==> src/rtl/axi_rd_burst_splitter.sv <==
// axi_rd_burst_splitter
// AXI4 read-channel splitter between the Fletcher read master and the 512-bit
// CL bus. Each upstream AR burst (up to 256 beats of 64 bytes) is cut into
// downstream bursts that never cross a BOUNDARY-byte line and never exceed
// MAX_BEATS beats. A small FIFO of "last piece" flags re-merges the returned
// pieces so the upstream side sees exactly one rlast per logical burst.
//
// Optional feature macro: ARSPLIT_RESP_STICKY_EN
//   defined   : s_rresp carries the worst rresp seen so far in the burst
//   undefined : s_rresp follows m_rresp beat by beat
//
// Handshake rule (both AR and R channels): a transfer happens on a rising clk
// edge where valid and ready are both 1; a source never withdraws valid or
// changes payload while valid is high and ready is low (reset excepted), and
// ready may depend combinationally on valid.

module axi_rd_burst_splitter #(
  parameter int MAX_BEATS  = 64,
  parameter int BOUNDARY   = 4096,
  parameter int FIFO_DEPTH = 16
) (
  input  logic         clk,
  input  logic         rst,

  input  logic [15:0]  s_arid,
  input  logic [63:0]  s_araddr,
  input  logic [7:0]   s_arlen,
  input  logic [2:0]   s_arsize,
  input  logic         s_arvalid,
  output logic         s_arready,

  output logic [15:0]  s_rid,
  output logic [511:0] s_rdata,
  output logic [1:0]   s_rresp,
  output logic         s_rlast,
  output logic         s_rvalid,
  input  logic         s_rready,

  output logic [15:0]  m_arid,
  output logic [63:0]  m_araddr,
  output logic [7:0]   m_arlen,
  output logic [2:0]   m_arsize,
  output logic         m_arvalid,
  input  logic         m_arready,

  input  logic [15:0]  m_rid,
  input  logic [511:0] m_rdata,
  input  logic [1:0]   m_rresp,
  input  logic         m_rlast,
  input  logic         m_rvalid,
  output logic         m_rready
);

  // Width bookkeeping for the boundary arithmetic.
  localparam int BW = $clog2(BOUNDARY);       // byte-offset bits within a boundary
  localparam int TW = BW - 5;                 // holds BOUNDARY/64 inclusive
  localparam int CW = (TW > 9) ? TW : 9;      // common compare width for the min()
  localparam int PW = $clog2(FIFO_DEPTH);     // FIFO pointer width

  typedef enum logic {
    IDLE  = 1'b0,
    SPLIT = 1'b1
  } state_t;

  state_t        state_q, state_d;
  logic [63:0]   addr_q, addr_d;
  logic [8:0]    rem_q, rem_d;
  logic [15:0]   id_q, id_d;

  // Tracking FIFO: one flag per outstanding downstream burst, 1 = final piece.
  logic          fifo_mem_q [FIFO_DEPTH];
  logic [PW-1:0] wr_ptr_q, rd_ptr_q;
  logic [PW:0]   count_q, count_d;
  logic          fifo_full, fifo_empty, head_last;
  logic          push, push_last, pop;

  // Piece sizing.
  logic [BW-1:0] off_beats;
  logic [TW-1:0] tob;
  logic [CW-1:0] tob_w, rem_w, max_w, piece_w;
  logic [8:0]    piece;

  // The upstream size field is fixed at 64-byte beats and carries no information.
  logic          unused_arsize;
  assign unused_arsize = ^s_arsize;

  assign fifo_full  = (count_q == (PW+1)'(FIFO_DEPTH));
  assign fifo_empty = (count_q == '0);
  assign head_last  = fifo_mem_q[rd_ptr_q];

  // Beats left before the next boundary, and the size of the piece to issue now.
  always_comb begin
    off_beats = addr_q[BW-1:0] >> 6;
    tob       = TW'(BOUNDARY >> 6) - TW'(off_beats);
    tob_w     = CW'(tob);
    rem_w     = CW'(rem_q);
    max_w     = CW'(MAX_BEATS);
    piece_w   = rem_w;
    if (max_w < piece_w) piece_w = max_w;
    if (tob_w < piece_w) piece_w = tob_w;
    piece     = piece_w[8:0];
  end

  // Downstream request fields come straight from the working registers.
  assign m_araddr  = addr_q;
  assign m_arlen   = 8'(piece - 9'd1);
  assign m_arid    = id_q;
  assign m_arsize  = 3'd6;

  assign push      = m_arvalid & m_arready;
  assign push_last = (rem_q == piece);

  // FSM next state: accept a request in IDLE, issue pieces in SPLIT.
  always_comb begin
    state_d   = state_q;
    addr_d    = addr_q;
    rem_d     = rem_q;
    id_d      = id_q;
    s_arready = 1'b0;
    m_arvalid = 1'b0;
    case (state_q)
      IDLE: begin
        s_arready = ~fifo_full & ~rst;
        if (s_arvalid && s_arready) begin
          addr_d  = s_araddr;
          rem_d   = {1'b0, s_arlen} + 9'd1;
          id_d    = s_arid;
          state_d = SPLIT;
        end
      end
      SPLIT: begin
        m_arvalid = ~fifo_full & ~rst;
        if (m_arvalid && m_arready) begin
          // Later pieces are always beat aligned; only the first keeps addr[5:0].
          addr_d = {addr_q[63:6] + 58'(piece), 6'b0};
          rem_d  = rem_q - piece;
          if (push_last) state_d = IDLE;
        end
      end
      default: state_d = IDLE;
    endcase
  end

  // FSM and working registers.
  always_ff @(posedge clk) begin
    if (rst) begin
      state_q <= IDLE;
      addr_q  <= '0;
      rem_q   <= '0;
      id_q    <= '0;
    end else begin
      state_q <= state_d;
      addr_q  <= addr_d;
      rem_q   <= rem_d;
      id_q    <= id_d;
    end
  end

  // R path is a pure wire-through; reset masks the handshake signals.
  assign s_rid    = m_rid;
  assign s_rdata  = m_rdata;
  assign s_rvalid = m_rvalid & ~rst;
  assign m_rready = s_rready & ~rst;
  // An empty FIFO here means the downstream broke ordering; pass rlast as-is.
  assign s_rlast  = m_rlast & (fifo_empty | head_last);
  assign pop      = m_rvalid & m_rready & m_rlast & ~fifo_empty;

  // Occupancy: simultaneous push and pop leaves the count unchanged.
  always_comb begin
    count_d = count_q;
    case ({push, pop})
      2'b10:   count_d = count_q + 1'b1;
      2'b01:   count_d = count_q - 1'b1;
      default: count_d = count_q;
    endcase
  end

  // FIFO pointers and occupancy; reset discards all tracked bursts.
  always_ff @(posedge clk) begin
    if (rst) begin
      wr_ptr_q <= '0;
      rd_ptr_q <= '0;
      count_q  <= '0;
    end else begin
      if (push) wr_ptr_q <= wr_ptr_q + 1'b1;
      if (pop)  rd_ptr_q <= rd_ptr_q + 1'b1;
      count_q <= count_d;
    end
  end

  // FIFO storage, no reset needed since pointers define validity.
  always_ff @(posedge clk) begin
    if (push) fifo_mem_q[wr_ptr_q] <= push_last;
  end

`ifdef ARSPLIT_RESP_STICKY_EN
  logic [1:0] resp_q, resp_d;

  // Worst response so far in this logical burst, cleared after its final beat.
  always_comb begin
    s_rresp = (resp_q > m_rresp) ? resp_q : m_rresp;
    resp_d  = resp_q;
    if (s_rvalid && s_rready) begin
      resp_d = s_rlast ? 2'b00 : s_rresp;
    end
  end

  // Sticky response register.
  always_ff @(posedge clk) begin
    if (rst) resp_q <= 2'b00;
    else     resp_q <= resp_d;
  end
`else
  assign s_rresp = m_rresp;
`endif

endmodule

==> config.mk <==
export PLATFORM = sky130hd
export DESIGN_NAME = axi_rd_burst_splitter
export DESIGN_NICKNAME = d
export VERILOG_FILES = /design/src/rtl/axi_rd_burst_splitter.sv
export SDC_FILE = /design/constraint.sdc
export NUM_CORES = 1
export LEC_CHECK = 0
export CORE_AREA = 2 2 487 489
export CTS_CLUSTER_SIZE = 8
export DETAILED_ROUTE_END_ITERATION = 8
export DIE_AREA = 0 0 489 491
export PLACE_DENSITY = 0.32
export SETUP_SLACK_MARGIN = 0.5
export SLEW_MARGIN = 30
export SYNTH_ARGS = -nofsm -noshare
export SYNTH_HDL_FRONTEND = slang
export SYNTH_SLANG_ARGS = --single-unit
==> constraint.sdc <==
create_clock -name clk -period 6.3 [get_ports clk]
set_clock_uncertainty 0.05 [all_clocks]
set_input_delay 1.26 -clock clk [delete_from_list [all_inputs] [get_ports clk]]
set_output_delay 1.26 -clock clk [all_outputs]
set_load 0.005 [all_outputs]
==> results.txt <==
----------------------------------------------------
[Run status]
  Status ... complete, no violations

[Synth]
  Simple-gate area share of the yosys netlist ... between 10% and 20%
  Fraction of synthesized cell area in xor and xnor cells ... 2.29%
  Dominant combinational cell family by area after synthesis ... buffers and inverters
  Mean post-synth cell area ... between 7 and 8 um2
  Cell count after synthesis ... roughly 1500
  Area share of fa/ha/maj cells after synthesis ... roughly 4.3%
  Compound-gate portion of the synthesized area ... between 10% and 20%
  Netlist area before placement ... about 12000 um2
  Area fraction of the dominant cell type after synthesis ... about a third
  Post-synthesis async set-or-reset flop share ... 0%
  Count of flip-flops with a built-in enable after synthesis ... 16
  Register area share after synthesis ... roughly 22%
  Dominant cells by area after synthesis ... sky130_fd_sc_hd__buf_4 (34%), sky130_fd_sc_hd__dfxtp_1 (18%), sky130_fd_sc_hd__edfxtp_1 (4.1%)
  Fraction of synthesized area in multiplexers ... 2.07%
  Yosys top cell by area ... sky130_fd_sc_hd__buf_4
  Most used DFF post-synth ... sky130_fd_sc_hd__dfxtp_1
  Number of synthesis warnings ... 0
  Synth cell types ... 77
  Post-synthesis sequential element count ... 123

[Worst setup path]
  Library cell contributing the largest single delay on the critical path ... sky130_fd_sc_hd__clkdlybuf4s50_1
  Crit path largest cell delay ... approximately 0.50 ns
  Arrival time at the worst endpoint ... between 4 and 5 ns
  Kind of start point of the critical path ... flop
  CP required ... 4.99 ns
  Critical-path cell list ... inv_1 -> ha_2 -> nand2_1 -> xor2_2 -> ha_1 -> nand4_1 -> o211ai_1 -> o22ai_2 -> buf_4 -> o21ai_0 -> a2111oi_1 -> buf_4 -> clkdlybuf4s50_1
  Critical path type ... flop to output port
  Capturing point of the worst reg2reg path ... m_araddr[47]
  Worst reg2reg setup slack ... ~1.1 ns
  Reg-to-Reg Start ... m_araddr[7]
  CP Max Fanout ... 20
  Worst reg-to-reg path cell count ... 19
  Crit path capture type ... output port
  Crit path top cell by count ... sky130_fd_sc_hd__buf_4

[Placed design]
  Dpl hpwl ... between 100000 and 150000 um
  Number of placed instances with taps included ... 4306
  GP Congestion ... approximately 0.74
  Total of buffers placed on input and output ports ... 187

[Clock network]
  TritonCTS clock tree ... built
  Clock latency reported for the late side of the worst-skew pair ... 0.52 ns
  Hold bufs inserted after CTS ... 0
  Number of CTS-inserted buffers ... 17
  Reg clk slew, reported paths ... around 0.06 ns
  Deepest clock path buffer count ... 2
  H-tree levels ... 4
  Buffer type at the clock tree root ... sky130_fd_sc_hd__clkbuf_16
  Number of sinks on the clock net ... 123

[Floorplan]
  Starting density of the core ... 5.06%
  IO Count ... 1254
  Die outline area ... approximately 240000 um2
  Core Area ... 235000 um2
  Die outline height ... 491 um
  X dimension of the die ... around 490 um
  Number of rows in the core area ... roughly 180

[STA]
  Final sum of negative setup slack ... 0 ns
  Highest clock rate ... ~0.19 GHz
  Fin. max-slew vios ... 0
  Hold Fails Final Rpt ... 0
  Final setup violating endpoints ... 0
  Worst Max-Slew Pin Slew ... approximately 0.92 ns
  Setup repair after global routing missed its margin ... no
  Final worst path period share ... a little under nine tenths
  Max-Slew Margin vs Limit ... between 30% and 40%
  Final critical-path required period ... between 5 and 6 ns

[Power]
  Ratio of total power to cell area ... 216 nW/um2
  Reported leakage power ... 3.89 nW
  Max IR drop VDD ... roughly 0.00017 V
  Total power draw ... 3.11 mW

[Layout]
  Syn-to-layout area delta ... 21.2%
  Fraction of layout instances using a drive strength above 1 ... ~9%
  Commonest non-fill, non-tap cell in the layout ... sky130_fd_sc_hd__clkdlybuf4s50_1
  Multi-input gate area in the final layout ... 4970 um2
  Commonest cells after routing, fill and taps aside ... sky130_fd_sc_hd__clkdlybuf4s50_1 (186), sky130_fd_sc_hd__nand2_1 (117), sky130_fd_sc_hd__dfxtp_1 (104), sky130_fd_sc_hd__a21oi_1 (94), sky130_fd_sc_hd__nor2_1 (88)
  Final std cells w/o fill ... roughly 4300
  Number of filler cells placed in the layout ... ~28000
  Nets ... 1842
  Storage cell area ... 2630 um2

[Routing]
  Wire length after detailed routing ... roughly 110000 um
  Wire length per cell ... ~26 um
  Vias per inst ... 2.16
  Drt initial violations ... approximately 460
  Total number of vias ... between 9000 and 10000
  Count of antenna-violating nets left after detailed routing ... 0
  Router iterations before antenna repair ... 4
  Drc violations ... 0

[Worst hold path]
  Type of the worst min-delay path ... flop to flop
  Beginning of the worst hold path ... m_arid[0]
  Endpoint, Worst Hold ... m_arid[0]
  Hold-critical path depth ... 2

[GRT]
  Initial antenna violation count ... 21
  Met2 Resource Use GR ... ~15%
  Pin count of the biggest net entering global routing ... between 50 and 60
  Overflow left after global routing ... 0
  Total global routing track utilization ... 9.21%
  Number of global-route vias before repair ... 9546
  Global-route met1 utilization ... slightly below 5%
  Met3 layer usage reported by global route ... between 10% and 20%
  Wire length of the first global-routing pass ... 136000 um
  Busiest layer in global routing ... met2

[Run]
  Number of max-cap violations ... 0

----------------------------------------------------
==> what timing repair did <==
action                                 4_1_cts  5_1_grt
cloned                                       0        0
pin swaps                                    1        2
endpoints found under the hold margin        0        0
resized for setup                            5       10
setup endpoints to repair                    5        9
buffers inserted                             0        0
==> cell usage after synthesis, drive strengths merged (9+ instances only) <==
master	instances
o21ai	35
nor2b	10
nor2	90
nand2	118
or4	14
or3	15
buf	547
nor4	10
and4	10
xnor2	18
nand3	46
a21oi	94
and3	36
a21o	10
nor3	30
a31oi	28
ha	36
xor2	13
clkbuf	47
edfxtp	16
o211ai	20
mux2i	11
nand4	29
dfxtp	107
inv	36
and2	9
a211oi	12
==> power breakdown <==
part | internal (mW) | switching [mW]
Combinational | 0.486 | 0.612
Clock | 0.616 | 0.486
Sequential | 0.841 | 0.0679
==> logic make-up after synthesis <==
family                   count (synthesis)
adder cells (fa/ha/maj)                 39
AO/OA/AOI/OAI                          255
XOR/XNOR                                31
AND/OR/NAND/NOR                        431
other                                    2
buffers and inverters                  631
flip-flops                             123
multiplexers                            18
==> worst max-delay path: cells and delay by family, from the launching register on <==
| family | cells | cell delay, ns |
|---|---|---|
| and+or+nand+nor | 2 | 0.21 |
| AOI/OAI and AO/OA | 4 | 1.14 |
| xor gates and xnor gates | 1 | 0.17 |
| buffers and inverters | 4 | 1.08 |
| DFF | 1 | 0.37 |
| adders and majority gates | 2 | 0.59 |
==> sequential cells by signal (all words and copies together) (netlist names), named ones only <==
signal	flops
m_araddr	64
fifo_mem_q	16
m_arid	16
rem_q	9
count_q	5
rd_ptr_q	4
wr_ptr_q	4
state_q	1
==> worst max path at each step <==
stage | from | endpoint | slack [ns] | cells past startpoint
4_1_cts | m_araddr[7] | m_arlen[3] | 0.54 | 12
5_1_grt | m_araddr[8] | m_arlen[6] | 0.50 | 16
3_5_place_dp | m_araddr[6] | m_araddr[47] | 0.69 | 19
3_3_place_gp | m_araddr[6] | m_araddr[47] | 0.60 | 18
6_report | m_araddr[7] | m_arlen[7] | 0.91 | 13
2_1_floorplan | m_araddr[6] | m_araddr[47] | 1.70 | 19
==> metal layers <==
metal,part of all wire (%),routed length (um),vias to the layer above
met5,0.053,61,-
met4,5.7,6500,12
met3,28,32400,327
met2,47,53500,800
met1,19,21700,4198
li1,-,-,4026
==> final cells by class <==
cell class	instances	area share, %
diodes	3	0.0522
clock buffers	20	3.25
clock inverters	12	0.949
inverters	37	0.966
multi-input cells	780	34.6
flip-flops and latches	123	18.3
well taps	3150	27.4
repair buffers	216	14.5
==> metrics by stage <==
step | instance area [um2] | setup slack, ns | hold WS [ns] | util, %
after CTS | 14300 | 0.535 | 0.407 | 6.11
after detailed placement | 13700 | 0.693 | 0.398 | 5.84
after global routing | 14400 | 0.501 | 0.423 | 6.13
after floorplan | 11900 | 1.70 | 0.403 | -
final | 14400 | 0.909 | 0.405 | 6.13
after global placement | 13700 | 0.595 | 0.394 | 5.84
No activity file was read; power rests on OpenSTA's default activity.
